--- config.mk ---
export PLATFORM = sky130hd
export DESIGN_NAME = mem_arbiter_flat
export DESIGN_NICKNAME = d
export VERILOG_FILES = /design/src/rtl/mem_arb_pkg.sv /design/src/rtl/mem_arb_if.sv /design/src/rtl/mem_arb_rr.sv /design/src/rtl/mem_arbiter.sv /design/src/flat_wrapper.sv
export SDC_FILE = /design/constraint.sdc
export NUM_CORES = 1
export LEC_CHECK = 0
export ABC_CLOCK_PERIOD_IN_PS = 4150
export BUFFER_PORTS_ARGS = -buffer_cell sky130_fd_sc_hd__buf_2
export CAP_MARGIN = 20
export CORE_ASPECT_RATIO = 1.25
export CORE_MARGIN = 1
export CORE_UTILIZATION = 45
export CTS_BUF_LIST = sky130_fd_sc_hd__clkbuf_16
export CTS_CLUSTER_SIZE = 8
export DETAILED_ROUTE_END_ITERATION = 12
export PLACE_DENSITY = 0.78
export SYNTH_ARGS = -nofsm -noshare
export SYNTH_HDL_FRONTEND = slang
export SYNTH_HIERARCHICAL = 1
export SYNTH_SLANG_ARGS = --single-unit
export TNS_END_PERCENT = 30
--- constraint.sdc ---
create_clock -name clk -period 4.15 [get_ports clk]
set_clock_uncertainty 0.05 [all_clocks]
set_input_delay 0.6225 -clock clk [delete_from_list [all_inputs] [get_ports clk]]
set_output_delay 0.6225 -clock clk [all_outputs]
set_load 0.1 [all_outputs]
--- src/rtl/mem_arb_pkg.sv ---
`default_nettype none
// ============================================================================
// Module   : mem_arb_pkg
// Brief    : Shared types and constants for the two-port memory arbiter.
// Revision : 1.0  initial release
// ============================================================================
package mem_arb_pkg;

  localparam int N_REQ = 2;
  localparam int IDX_W = 1;

  typedef enum logic [1:0] {
    IDLE = 2'd0,
    ACC  = 2'd1,
    DONE = 2'd2
  } state_t;

endpackage
`default_nettype wire

--- src/rtl/mem_arb_if.sv ---
`default_nettype none
// ============================================================================
// Module   : mem_arb_if
// Brief    : Requester-side and memory-side signals of the arbiter.
// Revision : 1.0  initial release
// ============================================================================
interface mem_arb_if #(
  parameter int AW = 32,
  parameter int DW = 32
);
  logic          req0, req1;
  logic          we0, we1;
  logic [AW-1:0] addr0, addr1;
  logic [DW-1:0] wdata0, wdata1;
  logic          ack0, ack1;
  logic          err0, err1;
  logic [DW-1:0] rdata;
  logic          mem_wr_en;
  logic [AW-1:0] mem_addr;
  logic [DW-1:0] mem_data_in;
  logic [DW-1:0] mem_data_out;

  modport slave (
    input  req0, req1, we0, we1, addr0, addr1, wdata0, wdata1, mem_data_out,
    output ack0, ack1, err0, err1, rdata, mem_wr_en, mem_addr, mem_data_in
  );

  modport master (
    output req0, req1, we0, we1, addr0, addr1, wdata0, wdata1, mem_data_out,
    input  ack0, ack1, err0, err1, rdata, mem_wr_en, mem_addr, mem_data_in
  );
endinterface
`default_nettype wire

--- src/rtl/mem_arb_rr.sv ---
`default_nettype none
// ============================================================================
// Module   : mem_arb_rr
// Brief    : Two-way round-robin winner selection with priority pointer.
// Revision : 1.0  initial release
// ============================================================================
module mem_arb_rr
  import mem_arb_pkg::*;
(
  input  logic             clk,
  input  logic             rst,
  input  logic [N_REQ-1:0] req,
  input  logic             advance,
  output logic             gnt_valid,
  output logic [IDX_W-1:0] gnt_idx
);

  // prio_q names the port that wins a tie; it always points away from the last winner
  logic [IDX_W-1:0] prio_q, prio_d;

  always_comb begin
    gnt_valid = |req;
    gnt_idx   = prio_q;
    if (!req[prio_q]) begin
      gnt_idx = ~prio_q;
    end
    prio_d = prio_q;
    if (advance && gnt_valid) begin
      prio_d = ~gnt_idx;
    end
  end

  always_ff @(posedge clk or posedge rst) begin
    if (rst) begin
      prio_q <= '0;
    end else begin
      prio_q <= prio_d;
    end
  end

endmodule
`default_nettype wire

--- src/rtl/mem_arbiter.sv ---
`default_nettype none
// ============================================================================
// Module   : mem_arbiter
// Brief    : Round-robin arbiter giving two requesters 2-cycle access to one
//            external memory. Define MEM_ARB_ALIGN_CHK_EN to flag misaligned
//            addresses with errN instead of silently aligning them.
// Revision : 1.0  initial release
// ============================================================================
module mem_arbiter
  import mem_arb_pkg::*;
#(
  parameter int AW = 32,
  parameter int DW = 32
) (
  input  logic     clk,
  input  logic     rst,
  mem_arb_if.slave bus
);

  state_t           state_q, state_d;
  logic             we_q, we_d;
  logic [AW-1:0]    addr_q, addr_d;
  logic [DW-1:0]    wdata_q, wdata_d;
  logic [IDX_W-1:0] idx_q, idx_d;
  logic             err_q, err_d;
  logic [DW-1:0]    rdata_q, rdata_d;

  logic             gnt_valid;
  logic [IDX_W-1:0] gnt_idx;
  logic             sel_we;
  logic [AW-1:0]    sel_addr;
  logic [AW-1:0]    sel_addr_fmt;
  logic [DW-1:0]    sel_wdata;
  logic             sel_misal;

  // The pointer only moves when a grant is actually taken (IDLE or DONE).
  mem_arb_rr u_rr (
    .clk       (clk),
    .rst       (rst),
    .req       ({bus.req1, bus.req0}),
    .advance   (state_q != ACC),
    .gnt_valid (gnt_valid),
    .gnt_idx   (gnt_idx)
  );

  always_comb begin
    sel_we    = bus.we0;
    sel_addr  = bus.addr0;
    sel_wdata = bus.wdata0;
    if (gnt_idx == IDX_W'(1)) begin
      sel_we    = bus.we1;
      sel_addr  = bus.addr1;
      sel_wdata = bus.wdata1;
    end
  end

`ifdef MEM_ARB_ALIGN_CHK_EN
  assign sel_misal    = |sel_addr[1:0];
  assign sel_addr_fmt = sel_addr;
`else
  localparam logic [AW-1:0] ALIGN_MASK = ~AW'(3);
  assign sel_misal    = 1'b0;
  assign sel_addr_fmt = sel_addr & ALIGN_MASK;
`endif

  always_comb begin
    state_d = state_q;
    we_d    = we_q;
    addr_d  = addr_q;
    wdata_d = wdata_q;
    idx_d   = idx_q;
    err_d   = err_q;
    rdata_d = rdata_q;
    case (state_q)
      IDLE, DONE: begin
        if (gnt_valid) begin
          state_d = ACC;
          we_d    = sel_we;
          addr_d  = sel_addr_fmt;
          wdata_d = sel_wdata;
          idx_d   = gnt_idx;
          err_d   = sel_misal;
        end else begin
          state_d = IDLE;
        end
      end
      ACC: begin
        state_d = DONE;
        // A flagged access never touches memory, so rdata keeps its old value.
        if (!err_q) begin
          rdata_d = bus.mem_data_out;
        end
      end
      default: state_d = IDLE;
    endcase
  end

  always_ff @(posedge clk or posedge rst) begin
    if (rst) begin
      state_q <= IDLE;
      we_q    <= 1'b0;
      addr_q  <= '0;
      wdata_q <= '0;
      idx_q   <= '0;
      err_q   <= 1'b0;
      rdata_q <= '0;
    end else begin
      state_q <= state_d;
      we_q    <= we_d;
      addr_q  <= addr_d;
      wdata_q <= wdata_d;
      idx_q   <= idx_d;
      err_q   <= err_d;
      rdata_q <= rdata_d;
    end
  end

  assign bus.mem_wr_en   = (state_q == ACC) && we_q && !err_q;
  assign bus.mem_addr    = addr_q;
  assign bus.mem_data_in = wdata_q;
  assign bus.rdata       = rdata_q;
  assign bus.ack0        = (state_q == DONE) && (idx_q == IDX_W'(0));
  assign bus.ack1        = (state_q == DONE) && (idx_q == IDX_W'(1));

`ifdef MEM_ARB_ALIGN_CHK_EN
  assign bus.err0 = bus.ack0 && err_q;
  assign bus.err1 = bus.ack1 && err_q;
`else
  assign bus.err0 = 1'b0;
  assign bus.err1 = 1'b0;
`endif

endmodule
`default_nettype wire

--- src/flat_wrapper.sv ---
// flat-port wrapper written by rule: the top's interface ports become plain ports
module mem_arbiter_flat import mem_arb_pkg::*;
#(
  parameter int AW = 32,
  parameter int DW = 32
)
  (clk, rst, bus_req0, bus_req1, bus_we0, bus_we1, bus_addr0, bus_addr1, bus_wdata0, bus_wdata1, bus_mem_data_out, bus_ack0, bus_ack1, bus_err0, bus_err1, bus_rdata, bus_mem_wr_en, bus_mem_addr, bus_mem_data_in);
  mem_arb_if #(.AW(AW), .DW(DW)) bus_i ();
  input  logic clk;
  input  logic rst;
  input wire logic [$bits(bus_i.req0)-1:0] bus_req0;
  input wire logic [$bits(bus_i.req1)-1:0] bus_req1;
  input wire logic [$bits(bus_i.we0)-1:0] bus_we0;
  input wire logic [$bits(bus_i.we1)-1:0] bus_we1;
  input wire logic [$bits(bus_i.addr0)-1:0] bus_addr0;
  input wire logic [$bits(bus_i.addr1)-1:0] bus_addr1;
  input wire logic [$bits(bus_i.wdata0)-1:0] bus_wdata0;
  input wire logic [$bits(bus_i.wdata1)-1:0] bus_wdata1;
  input wire logic [$bits(bus_i.mem_data_out)-1:0] bus_mem_data_out;
  output wire logic [$bits(bus_i.ack0)-1:0] bus_ack0;
  output wire logic [$bits(bus_i.ack1)-1:0] bus_ack1;
  output wire logic [$bits(bus_i.err0)-1:0] bus_err0;
  output wire logic [$bits(bus_i.err1)-1:0] bus_err1;
  output wire logic [$bits(bus_i.rdata)-1:0] bus_rdata;
  output wire logic [$bits(bus_i.mem_wr_en)-1:0] bus_mem_wr_en;
  output wire logic [$bits(bus_i.mem_addr)-1:0] bus_mem_addr;
  output wire logic [$bits(bus_i.mem_data_in)-1:0] bus_mem_data_in;
  assign bus_i.req0 = bus_req0;
  assign bus_i.req1 = bus_req1;
  assign bus_i.we0 = bus_we0;
  assign bus_i.we1 = bus_we1;
  assign bus_i.addr0 = bus_addr0;
  assign bus_i.addr1 = bus_addr1;
  assign bus_i.wdata0 = bus_wdata0;
  assign bus_i.wdata1 = bus_wdata1;
  assign bus_i.mem_data_out = bus_mem_data_out;
  assign bus_ack0 = bus_i.ack0;
  assign bus_ack1 = bus_i.ack1;
  assign bus_err0 = bus_i.err0;
  assign bus_err1 = bus_i.err1;
  assign bus_rdata = bus_i.rdata;
  assign bus_mem_wr_en = bus_i.mem_wr_en;
  assign bus_mem_addr = bus_i.mem_addr;
  assign bus_mem_data_in = bus_i.mem_data_in;
  mem_arbiter #(.AW(AW), .DW(DW)) u_core (.clk(clk), .rst(rst), .bus(bus_i));
endmodule
# After elaboration in Yosys (flattened, before gate mapping)
# Cells that the tools add are included.
[word_totals]
regBits = 99
in_bits = 166
output_inout_bits = 101
word_cells = 30
[classes]
order_cmp = 1
n_eq_ne = 3
n_mux = 8
bitwise = 3
reduce_logical = 8
[op_table]
columns = ["cell", "n"]
rows = [
  ["$mux 32", 2],
  ["$mux 1", 5],
  ["$logic_and 1x1->1", 4],
  ["$pmux 2 s2", 1],
  ["$reduce_or 2->1", 2],
  ["$not 1->1", 3],
  ["$eq 2x1->1 const B", 1],
  ["$eq 2x2->1 const B", 1],
  ["$logic_not 2->1", 1],
  ["$lt 1x2->1 const B", 1],
  ["$ne 2x1->1 const B", 1],
  ["$reduce_and 2->1", 1],
]

# Logic depth before layout (Yosys ltp)
[depth]
ltp_word = 4
mapped_depth = 6
ltp_nobuf = 4

# By module
# Netlist, hierarchy kept.
[by_module_without_submodules]
columns = ["mod", "n_inst", "cells_per_inst", "area_per_inst_um2", "seq_area_each_um2"]
rows = [
  ["mem_arbiter", 1, 287, 4962.3, 2452.4],
  ["mem_arb_rr", 1, 7, 55.1, 25.0],
]

# Least setup slack after synthesis
# No wires, ideal clock.
[synth_path]
kind = "flip-flop to output port"
from = "register u_core.state_q[0]"
to = "output port bus_ack0"
arrival_time_ns = 2.599
required_time_ns = 3.477
slack_ns = 0.879
path_stages_with_launch = 2
n_path_buf = 0
cell_sequence = "dfrtp_1 -> nor3b_1"
[synth_via]
elab_chain_len = 2
[synth_lines]
columns = ["element", "line", "source"]
rows = [
  ["start, declared", "mem_arbiter.sv:20", "state_t state_q, state_d;"],
  ["start signal, assigned", "mem_arbiter.sv:108", "state_q <= state_d;"],
  ["$eq 2x2->1", "mem_arbiter.sv:122", "assign bus.ack0 = (state_q == DONE) && (idx_q == IDX_W'(0));"],
  ["$logic_and 1x1->1", "mem_arbiter.sv:122", ""],
  ["end, declared", "flat_wrapper.sv:20", "output wire logic [$bits(bus_i.ack0)-1:0] bus_ack0;"],
]
# No other way between the ends.

# Worst setup path in the final report
[layout_path]
from = "register u_core.state_q[0]"
to = "output port bus_mem_wr_en"
[layout_via]
elab_chain_len = 2
[layout_lines]
columns = ["element", "line", "source"]
rows = [
  ["$eq 2x1->1", "mem_arbiter.sv:118", "assign bus.mem_wr_en = (state_q == ACC) && we_q && !err_q;"],
  ["$logic_and 1x1->1", "mem_arbiter.sv:118", ""],
  ["end, declared", "flat_wrapper.sv:25", "output wire logic [$bits(bus_i.mem_wr_en)-1:0] bus_mem_wr_en;"],
]
# No other way between the ends.

==> flow_summary.toml <==
[setup_path]
critPathLaunch = "u_core/state_q[0]$_DFF_PP0_"
rr_worst_depth = 4
r2r_slack_ns = 2.01
path_class = "reg -> out"
worstPathCellList = "and2b_1 -> inv_2 -> nor2_1 -> buf_2"
r2r-end = "u_core/bus.mem_addr[29]$_DFFE_PP0P_"
start_kind = "flip-flop"
worstSetupEndpointType = "output pin"
cpPeakStageDelay_ns = 0.55
crit_arrival_ns = 1.92
crit_buf_inv = 2
r2r_start = "u_core/u_rr/prio_q$_DFFE_PP0P_"
path_max_fanout = 35
cp_slowest_cell = "inv_2"
critical_path_required_ns = 3.48
crit_family = "buffers and inverters"

[power]
clkPwrFrac = 0.160
p_leak_nw = 3.54
intPower_w = 0.00267
swShare = 0.539
power_switching_w = 0.00313
peakVddDrop_v = 0.000510
p_comb_frac = 0.595
powerDensity_nw_per_um2 = 873
pwr-share-seq = 0.244

[routing]
ant_nets = 0
dr.pass1.iters = 4
drtIter0Drc = 83
routed_wirelength_um = 11400
drc = 0
vias = 3342
wl_per_cell_um = 16.6
vias_per_cell = 4.88

[synth]
synth_warnings = 6
synth_mux_area_frac = 0.443
synth_area_um2 = 5020
yosysSeqAreaShare = 0.494
ys_dominant_reg_cell = "dfrtp_1"
synth_top_area_frac = 0.494
synth.distinct_cells = 23
synthArstFlopShare = 1.00
ys_ff_latch = 99
synthAdderAreaFrac = 0
avgSynthCellArea_um2 = 17.1
synth-xor-area-share = 0
synth-edff-count = 0
yosys.area_share.simple = 0.00873
synth_top_area_cell = "dfrtp_1"
netlist_instances = 294
synth_top_family_by_area = "multiplexers"
synth_area_leaders = "dfrtp_1 49%, mux2_4 35%, mux2_2 8.8%"
synth-compound-area-share = 0.00324

[placement]
dp_worst_setup_slack_ns = 1.71
post-dp-hpwl_um = 8630
gp_congestion = 0.752
portBuffers = 258
place_area_um2 = 6310

[sta]
slew_violations = 0
finalHoldViolations = 0
period_share = 0.624
setup_slack_ns = 1.56
worst_slew_pin_slew_ns = 0.948
fmax_mhz = 386
max_slew_margin = 0.368
fin_tns_setup_ns = 0
grt_setup_unrepaired = "false"
min_period_ns = 2.59
setup_viol = 0

[clocking]
clockRootBuffer = "clkbuf_16"
cts_tree = "built"
clock_latency_ns = 0.33
numCtsBuffers = 9
cts_resized = 0
cts_hold_buf = 0
clock_sinks = 99
clock_path_buffers = 2
post_cts_buffers = 0
path_clk_slew_ns = 0.07
htreeDepth = 3

[global_route]
grt_pass1_wl_um = 17200
grt_usage = 0.196
gr-total-overflow = 0
grt_pass1_vias = 3592
grt_antenna_before_repair = 0
grt_max_degree = 80

[die]
start_util = 0.468
dieArea_um2 = 11600
die_w_um = 96.4
num_rows = 42
io-pin-count = 267
core-area_um2 = 10700
die_h_um = 120

[final_layout]
n_antenna_cell = 0
final_nets = 715
syn2layout_area_growth_pct = 32.4
finalInstanceArea_um2 = 6640
layout-drive-gt1-share = 0.785
fillerInstances = 853

[run]
cap_violations = 0

[min_path]
hold_class = "in -> async"

[outcome]
status = "complete, no violations"
[layout by cell type, fill, tap and decap left out, types with 2 or more instances in the layout]
master / Yosys / routed
conb_1: 1 / 4
inv_1: 3 / 4
buf_2: 1 / 258
mux2_4: 116 / 116
clkbuf_16: 0 / 9
mux2i_1: 2 / 2
buf_4: 8 / 3
mux2_2: 39 / 39
dfrtp_1: 99 / 99
bufinv_16: 0 / 3
mux2_1: 2 / 2
[power by group through the flow]
stage	registers (W)	logic [W]	clock network, W
3_3_place_gp	0.00141	0.00342	0
5_1_grt	0.00145	0.00355	0.000988
3_5_place_dp	0.00143	0.00346	0
2_1_floorplan	0.00348	0.000919	0
4_1_cts	0.00142	0.00347	0.000952
6_report	0.00142	0.00345	0.000930
[registers in the layout, summed over array words and instances, names as in the netlist]
signal and flops:
u_core/bus.mem_addr 30, u_core/bus.rdata 32, u_core/idx_q 1, u_core/we_q 1
u_core/state_q 2, u_core/u_rr/prio_q 1, u_core/bus.mem_data_in 32
[cell type report]
cell class              instances  area [µm²]  share of cell area
repair buffers                262        1330               0.201
flip-flops and latches         99        2480               0.373
inverters                       4        17.5             0.00264
well taps                     132         165              0.0249
clock inverters                 6         106              0.0160
multi-input cells             173        2320               0.349
clock buffers                   9         225              0.0339
[worst max-delay path by stage]
| stage | endpoint | slack [ns] | depth (start not counted) |
|---|---|---|---|
| 2_1_floorplan | bus_ack0 | 0.88 | 1 |
| 3_3_place_gp | u_core/bus.mem_addr[29]$_DFFE_PP0P_ | 1.76 | 5 |
| 3_5_place_dp | u_core/bus.mem_addr[27]$_DFFE_PP0P_ | 1.71 | 5 |
| 4_1_cts | bus_mem_wr_en | 1.52 | 4 |
| 5_1_grt | bus_mem_wr_en | 1.44 | 4 |
| 6_report | bus_mem_wr_en | 1.56 | 4 |
[synth_stat cells (2+ instances only)]
cell     instances
buf_12           3
mux2_4         116
dfrtp_1         99
inv_1            3
mux2_1           2
buf_8            3
buf_4            8
mux2i_1          2
buf_6            6
mux2_2          39
[cell families (layout without fill, tap and decap cells)]
family                 Yosys count  after routing
AND/OR/NAND/NOR                  7              7
AO/OA/AOI/OAI                    3              3
other                            1              4
multiplexers                   159            159
flip-flops                      99             99
buffers and inverters           25            281
[layer usage]
metal | share of wire | vias to the layer above | wire [µm] | track usage
met2 | 0.53 | 158 | 5990 | 0.353
met3 | 0.070 | 24 | 797 | 0.0494
met1 | 0.37 | 1621 | 4260 | 0.213
li1 | - | 1539 | - | -
met5 | 0 | - | 0 | 0
met4 | 0.028 | 0 | 320 | 0.0818
[through the flow]
step | utilization | total power (W) | instances | hold slack (ns)
after global routing | 0.620 | 0.00599 | 685 | 0.0901
after CTS | 0.620 | 0.00584 | 685 | 0.0846
after global placement | 0.589 | 0.00483 | 670 | 0.425
final | 0.620 | 0.00580 | 685 | 0.0968
after floorplan | - | 0.00440 | 297 | 0.301
after detailed placement | 0.589 | 0.00490 | 670 | 0.438
Power figures use the tool's default switching activity.
